<file path="src/rtl/cpu_fetch_decode_alu.sv">
// Front half of the single-cycle 16-bit CPU: the fetch sequencer (PC and
// IDLE/RUN/HALTED control), the 9-bit instruction decoder and the ALU.
// The register file, data RAM and instruction memory live outside this block.
module cpu_fetch_decode_alu #(
    parameter logic [15:0] RESET_PC = 16'h0000
) (
    input  logic        clk,
    input  logic        rst_n,
    input  logic        init,
    input  logic [8:0]  imem_data,
    input  logic [15:0] read_data0,
    input  logic [15:0] read_data1,
    input  logic [15:0] target,
    output logic [15:0] pc_out,
    output logic [8:0]  instr,
    output logic        start,
    output logic        branch,
    output logic        jump_sign,
    output logic        write,
    output logic        move,
    output logic        mem_to_reg,
    output logic        mem_write,
    output logic        immediate,
    output logic [3:0]  read_reg0,
    output logic [3:0]  read_reg1,
    output logic [3:0]  write_reg,
    output logic [3:0]  alu_op,
    output logic [1:0]  reg_to_mem,
    output logic [1:0]  quarter,
    output logic [15:0] result,
    output logic [15:0] taken,
    output logic        done
);

    typedef enum logic [1:0] {
        IDLE,
        RUN,
        HALTED
    } state_e;

    typedef enum logic [3:0] {
        ALU_ADD   = 4'd0,
        ALU_SUB   = 4'd1,
        ALU_AND   = 4'd2,
        ALU_OR    = 4'd3,
        ALU_SLT   = 4'd4,
        ALU_PASSA = 4'd5,
        ALU_PASSB = 4'd6,
        ALU_CMPZ  = 4'd7,
        ALU_CMPNZ = 4'd8
    } alu_e;

    state_e      state_q;
    state_e      state_d;
    logic        running;
    logic        halt;
    logic [2:0]  op;
    logic [2:0]  ra;
    logic [2:0]  rb;
    logic [15:0] next_pc;

    assign running = (state_q == RUN);

    // Only the instruction being executed is exposed; zero outside RUN.
    assign instr = running ? imem_data : '0;
    assign op    = instr[8:6];
    assign ra    = instr[5:3];
    assign rb    = instr[2:0];

    // Branch to R7 on an unconditional jump or a satisfied compare, else step.
    assign next_pc = (branch && (jump_sign || taken[0])) ? target : pc_out + 16'd1;

    // State register.
    always_ff @(posedge clk or negedge rst_n) begin
        if (!rst_n) begin
            state_q <= IDLE;
        end else begin
            state_q <= state_d;
        end
    end

    // Next-state logic: init only matters in IDLE, HALTED is left only by reset.
    always_comb begin
        state_d = state_q;
        case (state_q)
            IDLE:    if (init) state_d = RUN;
            RUN:     if (halt) state_d = HALTED;
            HALTED:  state_d = HALTED;
            default: state_d = IDLE;
        endcase
    end

    // PC sequencing plus the start pulse and sticky done flag.
    always_ff @(posedge clk or negedge rst_n) begin
        if (!rst_n) begin
            pc_out <= RESET_PC;
            start  <= 1'b0;
            done   <= 1'b0;
        end else begin
            start <= (state_q == IDLE) && init;
            if ((state_q == IDLE) && init) begin
                pc_out <= RESET_PC;
            end else if (running && !halt) begin
                pc_out <= next_pc;
            end
            if (running && halt) begin
                done <= 1'b1;
            end
        end
    end

    // Instruction decode; every control stays 0 unless running.
    always_comb begin
        branch     = 1'b0;
        jump_sign  = 1'b0;
        write      = 1'b0;
        move       = 1'b0;
        mem_to_reg = 1'b0;
        mem_write  = 1'b0;
        immediate  = 1'b0;
        read_reg0  = '0;
        read_reg1  = '0;
        write_reg  = '0;
        alu_op     = '0;
        reg_to_mem = '0;
        quarter    = '0;
        halt       = 1'b0;
        if (running) begin
            case (op)
                3'b101: begin
                    read_reg1 = {1'b0, rb};
                    alu_op    = ALU_PASSB;
                    if (!instr[5]) begin
                        mem_to_reg = 1'b1;
                        write      = 1'b1;
                        write_reg  = {2'b00, instr[4:3]};
                    end else begin
                        mem_write  = 1'b1;
                        reg_to_mem = instr[4:3];
                    end
                end
                3'b110: begin
                    immediate = 1'b1;
                    write     = 1'b1;
                    quarter   = instr[5:4];
                    read_reg1 = instr[3:0];
                end
                3'b111: begin
                    case (ra)
                        3'b000: halt = 1'b1;
                        3'b001: begin
                            move      = 1'b1;
                            write     = 1'b1;
                            write_reg = {1'b0, rb};
                            alu_op    = ALU_PASSA;
                        end
                        3'b010: begin
                            branch    = 1'b1;
                            read_reg0 = {1'b0, rb};
                            read_reg1 = 4'd7;
                            alu_op    = ALU_CMPZ;
                        end
                        3'b011: begin
                            branch    = 1'b1;
                            read_reg0 = {1'b0, rb};
                            read_reg1 = 4'd7;
                            alu_op    = ALU_CMPNZ;
                        end
                        3'b100: begin
                            branch    = 1'b1;
                            jump_sign = 1'b1;
                            read_reg1 = 4'd7;
                        end
                        default: ;
                    endcase
                end
                // 000..100: register-register ALU ops, opcode doubles as alu_op.
                default: begin
                    read_reg0 = {1'b0, ra};
                    read_reg1 = {1'b0, rb};
                    write     = 1'b1;
                    write_reg = {1'b0, ra};
                    alu_op    = {1'b0, op};
                end
            endcase
        end
    end

    // ALU: compares drive only taken, everything else only result.
    always_comb begin
        result = '0;
        taken  = '0;
        case (alu_op)
            ALU_ADD:   result = read_data0 + read_data1;
            ALU_SUB:   result = read_data0 - read_data1;
            ALU_AND:   result = read_data0 & read_data1;
            ALU_OR:    result = read_data0 | read_data1;
            ALU_SLT:   result = {15'b0, $signed(read_data0) < $signed(read_data1)};
            ALU_PASSA: result = read_data0;
            ALU_PASSB: result = read_data1;
            ALU_CMPZ:  taken  = {15'b0, read_data0 == 16'h0000};
            ALU_CMPNZ: taken  = {15'b0, read_data0 != 16'h0000};
            default:   ;
        endcase
    end

endmodule

</file>
<file path="config.mk">
export PLATFORM = sky130hd
export DESIGN_NAME = cpu_fetch_decode_alu
export DESIGN_NICKNAME = d
export VERILOG_FILES = /design/src/rtl/cpu_fetch_decode_alu.sv
export SDC_FILE = /design/constraint.sdc
export NUM_CORES = 1
export LEC_CHECK = 0
export BUFFER_PORTS_ARGS = -buffer_cell sky130_fd_sc_hd__buf_4
export CAP_MARGIN = 20
export CORE_ASPECT_RATIO = 1.4
export CORE_MARGIN = 2
export CORE_UTILIZATION = 25
export DETAILED_ROUTE_END_ITERATION = 7
export PLACE_DENSITY = 0.48
export SLEW_MARGIN = 20
export SYNTH_ARGS = -nofsm -noshare
export SYNTH_HDL_FRONTEND = slang
export SYNTH_SLANG_ARGS = --single-unit
</file>
<file path="constraint.sdc">
create_clock -name clk -period 2.8 [get_ports clk]
set_clock_uncertainty 0.15 [all_clocks]
set_input_delay 0.42 -clock clk [delete_from_list [all_inputs] [get_ports clk]]
set_output_delay 0.42 -clock clk [all_outputs]
set_load 0.01 [all_outputs]
</file>
==> results.toml, run 1 <==
[final_layout]
nNetsFinal = 943
post-route-util_pct = 45.1
post_route_cells_drive_above_1_share_pct = 49.9
area_delta_synth_final_pct = 76.7
diodes = 0

[worst_setup_path]
cp_slowest_cell = "o32a_4"
crit_chain = "inv_2 -> ha_4 -> nand3_2 -> o32a_4 -> clkinv_4 -> buf_12 -> o211ai_1 -> a221oi_2 -> xor2_1 -> nand2_1 -> o211ai_2 -> buf_4"
crit_family = "compound AO/OA/AOI/OAI gates"
startpoint = "state_q[1]"
worstRegToRegCells = 11
regToRegSetupSlack_ns = 0.12
crit_buf_inv = 4
critPathKind = "reg2out"
max_stage_delay_ns = 0.42
start_kind = "flip-flop"
cp-end-kind = "output port"
reg2reg_from = "state_q[1]"
worst_ep_arrival_time_ns = 2.50
timing.rr.end = "pc_out[6]"
crit_fanout = 5
required_ns = 2.23

[sta]
final_max_slew_viol_count = 0
final-hold-violation-count = 0
fmax_mhz = 326
rsz0062_at_grt = "yes"
relSlewSlack_pct = 65.1
setup_ws_ns = -0.269
finalSetupViolCount = 15
worstMarginPinSlew_ns = 0.523
period_share_pct = 110
period_needed_ns = 3.07

[clock_network]
cts_max_path_buffers = 2
clk_pin_slew_ns = 0.06
cts_tree = "built"
cts_root_buf = "clkbuf_16"
numCtsBuffers = 3
clock_latency_ns = 0.26
cts_max_level = 1
clock-sinks = 20

[grt]
grt_pass1_wl_um = 27400
grt_max_degree = 25
antenna_found_initial = 0
grt_usage_pct = 19.1
first_global_vias = 5281
overflow = 0

[yosys]
synth_fa_ha_area_share_pct = 16.8
synth-xor-area-share_pct = 2.98
synthSimpleGateAreaFrac_pct = 24.0
synth_area_leaders = "ha_1 (16%), dfrtp_1 (12%), nand2_1 (4.7%)"
avgSynthCellArea_um2 = 7.31
synthArstFlopShare_pct = 100
synth_commonest_cells = "ha_1 (52), nand2_1 (51), inv_1 (50), o21ai_0 (37), a21oi_1 (34)"
synth.most_common_cell = "ha_1"
synth_compound_area_share_pct = 29.6
synthMuxAreaShare_pct = 1.52
syn_inst = 562
yosysTopAreaCellShare_pct = 15.8
ys_seq_elements = 20
synth_edf_count = 0
synth_area_mm2 = 0.00411
synth_top_family_by_area = "compound AO/OA/AOI/OAI gates"
ys_types = 71
yosysSeqAreaShare_pct = 12.2
yosysTopAreaCell = "ha_1"
synth-warning-count = 0
synth_ff_type = "dfrtp_1"

[floorplanning]
start_util_pct = 25.5
io_pins = 146
rows = 55
die_x_um = 112
fp.dieH_um = 156
core_mm2 = 0.0161
dieArea_mm2 = 0.0175

[drt]
drtIter0Drc = 318
vias_per_cell = 5.16
drtAntennaViolNets = 0
remaining_drc_errors = 0
wl_per_cell_um = 17.4
vias = 5300
wl_um = 17900
dr.pass1.iters = 6

[outcome]
violations = "negative setup slack"
status = "finished with violations"

[placement]
routabilityCongestion = 0.896
port_buffers = 128
detailedPlace.worstSlack_ns = -0.398
dp_hpwl_um = 13700

[pwr]
peakVddDrop_v = 0.000373
p_per_area_mw_per_mm2 = 460
power.leakage_uw = 0.00345

[hold_path]
min_to = "pc_out[2]"
hold_class = "in2reg"
min-delay-start = "target[2]"
hold_depth = 3

[run]
drv_cap = 0
==> worst min-delay path, cell delays in order <==
cell and delay [ns]:
buf_4 0.11, nand2_1 0.05, a31oi_1 0.06
==> metal layers <==
layer  vias up  global-route usage [%]  part of all wire (%)
met3        21                    1.90                   4.5
met4         0                    6.16                   1.9
met5         -                       0                     0
met2       158                    37.1                    54
li1       2540                       -                     -
met1      2581                    21.6                    39
==> through the flow <==
step,TNS [ns],cell area (µm²),hold WS (ns),total power [µW],std cells
3_3_place_gp,-3.79,6130,0.175,2630,989
4_1_cts,-2.83,6750,0.268,3180,1008
5_1_grt,-4.45,7260,0.288,3580,1027
6_report,-2.65,7260,0.270,3340,1027
3_5_place_dp,-3.93,6130,0.177,2650,989
2_1_floorplan,-0.0469,4190,-0.0256,1640,578
==> worst max path at each step <==
stage               slack, ns  cells after the start          to
floorplan               -0.05                     10  result[11]
global placement        -0.40                     12  result[11]
detailed placement      -0.40                     11  result[12]
CTS                     -0.29                     11  result[13]
global route            -0.41                     12  result[13]
finish                  -0.27                     12   result[5]
==> report_power, final <==
| part | internal (µW) | total (µW) | switching [µW] | leakage, µW |
|---|---|---|---|---|
| Combinational | 1250 | 2450 | 1200 | 0.00317 |
| Clock | 219 | 340 | 121 | 0.0000442 |
| Sequential | 399 | 545 | 147 | 0.000231 |
==> timing repair <==
item                       CTS  global route
gates resized for setup    101            83
setup endpoints to repair   28            23
hold endpoints to repair    20             0
pin swaps                   39            56
cloned                       0             1
buffers inserted            14            18
hold buffers                 1             0
==> cell usage in the layout, fill, tap and decap left out, types with 8 or more instances in the layout <==
cell	instances
buf_4	261
nand2_1	49
inv_1	40
ha_1	37
buf_6	25
o21ai_0	22
a21oi_1	22
dfrtp_1	20
nor2_1	19
conb_1	17
nand3_1	16
o21ai_1	15
a22oi_1	15
nor3_1	13
ha_4	13
and2_1	11
a31oi_1	11
nor2b_1	10
a21oi_2	10
xnor2_1	9
and3_1	8
a221oi_1	8
==> registers in the layout (all words and copies together), names as in the netlist <==
name     flops
done         1
pc_out      16
start        1
state_q      2
==> area by class of cell <==
class | instances | area (µm²)
fillers | 1613 | 8840
multi-input cells | 456 | 3790
repair buffers | 296 | 2420
flip-flops and latches | 20 | 500
well taps | 199 | 249
inverters | 52 | 215
clock buffers | 4 | 88.8
==> cells by family after synthesis <==
group / after synthesis
adders and majority gates: 54
muxes: 6
DFF: 20
xor gates and xnor gates: 14
other: 1
buffers and inverters: 103
and+or+nand+nor: 189
AOI/OAI and AO/OA: 175
Power figures use the tool's default switching activity.
==> run 2: changes to the inputs <==
--- a/config.mk
+++ b/config.mk
@@ -8,7 +8,7 @@
 export BUFFER_PORTS_ARGS = -buffer_cell sky130_fd_sc_hd__buf_4
 export CAP_MARGIN = 20
 export CORE_ASPECT_RATIO = 1.4
-export CORE_MARGIN = 2
+export CORE_MARGIN = 4
 export CORE_UTILIZATION = 25
 export DETAILED_ROUTE_END_ITERATION = 7
 export PLACE_DENSITY = 0.48
==> run 2 against run 1 <==
The flow still finishes with violations (negative setup slack). Wire length is 3.7% higher. Hold slack better by 0.0044 ns. Sequential power is 2% higher. Non-clock buffer count down 15. Via count down 2.2%. Largest cell class unchanged.
==> results.toml, run 2 (synthesis gave the netlist of run 1 again) <==
[worst_setup_path]
cp-end-kind = "output port"
max_stage_delay_ns = 0.42
required_ns = 2.23
crit_chain = "ha_4 -> buf_4 -> nand2_4 -> buf_6 -> nor2_8 -> a221o_1 -> a311oi_1 -> a41oi_1 -> a221o_1 -> buf_6"
worst_ep_arrival_time_ns = 2.55
crit_family = "compound AO/OA/AOI/OAI gates"
reg2reg_from = "state_q[1]"
critPathKind = "reg2out"
timing.rr.end = "pc_out[6]"
cp_slowest_cell = "dfrtp_1"
start_kind = "flip-flop"
crit_fanout = 5
regToRegSetupSlack_ns = 0.18
worstRegToRegCells = 10
crit_buf_inv = 3

[drt]
wl_per_cell_um = 18.3
vias_per_cell = 5.12
vias = 5181
drtIter0Drc = 381
wl_um = 18500
drtAntennaViolNets = 0
remaining_drc_errors = 0
dr.pass1.iters = 5

[clock_network]
numCtsBuffers = 3
cts_root_buf = "clkbuf_16"
clock-sinks = 20
cts_max_path_buffers = 2
clk_pin_slew_ns = 0.06
clock_latency_ns = 0.26
cts_max_level = 1
cts_tree = "built"

[sta]
final-hold-violation-count = 0
worstMarginPinSlew_ns = 0.533
period_needed_ns = 3.12
final_max_slew_viol_count = 0
rsz0062_at_grt = "yes"
hold_ws_ns = 0.275
finalSetupViolCount = 15
period_share_pct = 112
fmax_mhz = 320
relSlewSlack_pct = 64.4
setup_ws_ns = -0.325

[floorplanning]
rows = 55
die_x_um = 116
fp.dieH_um = 160
core_mm2 = 0.0162
io_pins = 146
dieArea_mm2 = 0.0186
start_util_pct = 25.4

[placement]
dp_hpwl_um = 14200
routabilityCongestion = 0.949
port_buffers = 128

[final_layout]
largest_reg_flops = 16
largestRegisters = "pc_out (16), state_q (2)"
diodes = 0
area_delta_synth_final_pct = 72.8
post-route-util_pct = 43.9
final_common_cell = "buf_4"
nNetsFinal = 928
layout_common_cells = "buf_4 (250), nand2_1 (47), inv_1 (40), ha_1 (37), nor2_1 (23)"
largest-register = "pc_out"
post_route_cells_drive_above_1_share_pct = 48.3

[grt]
grt_usage_pct = 18.5
grt_max_degree = 25
first_global_vias = 5279
antenna_found_initial = 0
overflow = 0
grt_pass1_wl_um = 27800

[hold_path]
hold_class = "in2reg"
min-delay-start = "target[3]"
min_to = "pc_out[3]"
hold_depth = 3

[pwr]
p_per_area_mw_per_mm2 = 471
peakVddDrop_v = 0.000441
power.leakage_uw = 0.00338

[run]
drv_cap = 0

[outcome]
status = "finished with violations"
violations = "negative setup slack"
run 2: changes by cell type in the layout (fill, tap and decap cells not counted), moves of 3 or more:
cell | before | now
inv_4 | 6 | 3
buf_6 | 25 | 18
nor2_1 | 19 | 23
buf_4 | 261 | 250
nor2_2 | 6 | 2
run 2: worst max-delay path by stage:
stage | startpoint | endpoint | slack, ns | depth (start not counted)
floorplan | read_data0[4] | result[11] | -0.05 | 10
global placement | read_data0[6] | result[12] | -0.41 | 11
detailed placement | read_data1[5] | result[12] | -0.43 | 11
CTS | state_q[0] | result[13] | -0.31 | 11
global route | state_q[1] | result[13] | -0.42 | 12
finish | state_q[0] | result[14] | -0.32 | 10
run 2: metal layers:
metal	up-vias	global-route usage, %	share of wire, %
li1	2509	-	-
met1	2467	21.4	38
met2	179	34.9	54
met3	26	1.52	5.1
met4	0	5.91	2.6
met5	-	0	0
run 2: repair_timing:
action / CTS / global route
endpoints found under the hold margin: 20 / 0
pin swaps: 35 / 37
setup buffers: 13 / 9
cloned: 0 / 2
setup endpoints to repair: 26 / 22
gates resized for setup: 90 / 82
hold buffers: 1 / 0
run 2: worst min-delay path, delay by kind of cell:
kind | cells | cell delay [ns]
compound gates | 1 | 0.06
buf+inv | 1 | 0.11
simple gates | 1 | 0.05
run 2: area by class of cell:
cell class	count	area, µm²
clock buffer	4	88.8
sequential	20	500
multi-input combinational	456	3740
timing repair buffer	281	2310
fill	1620	9070
tap	199	249
inverter	52	213
run 2: per-stage QoR:
stage | setup TNS (ns) | setup WS (ns) | std cells | total power, µW | area, µm²
after detailed placement | -4.11 | -0.427 | 985 | 2660 | 6100
final | -3.06 | -0.325 | 1012 | 3340 | 7100
after global routing | -4.81 | -0.425 | 1012 | 3570 | 7100
after floorplan | -0.0469 | -0.0469 | 578 | 1640 | 4190
after global placement | -3.91 | -0.412 | 985 | 2630 | 6100
after CTS | -2.99 | -0.305 | 1003 | 3210 | 6690
run 2: power breakdown:
group	switching [µW]	internal, µW
sequential	156	398
clock	124	219
combinational	1210	1240
total	1490	1850
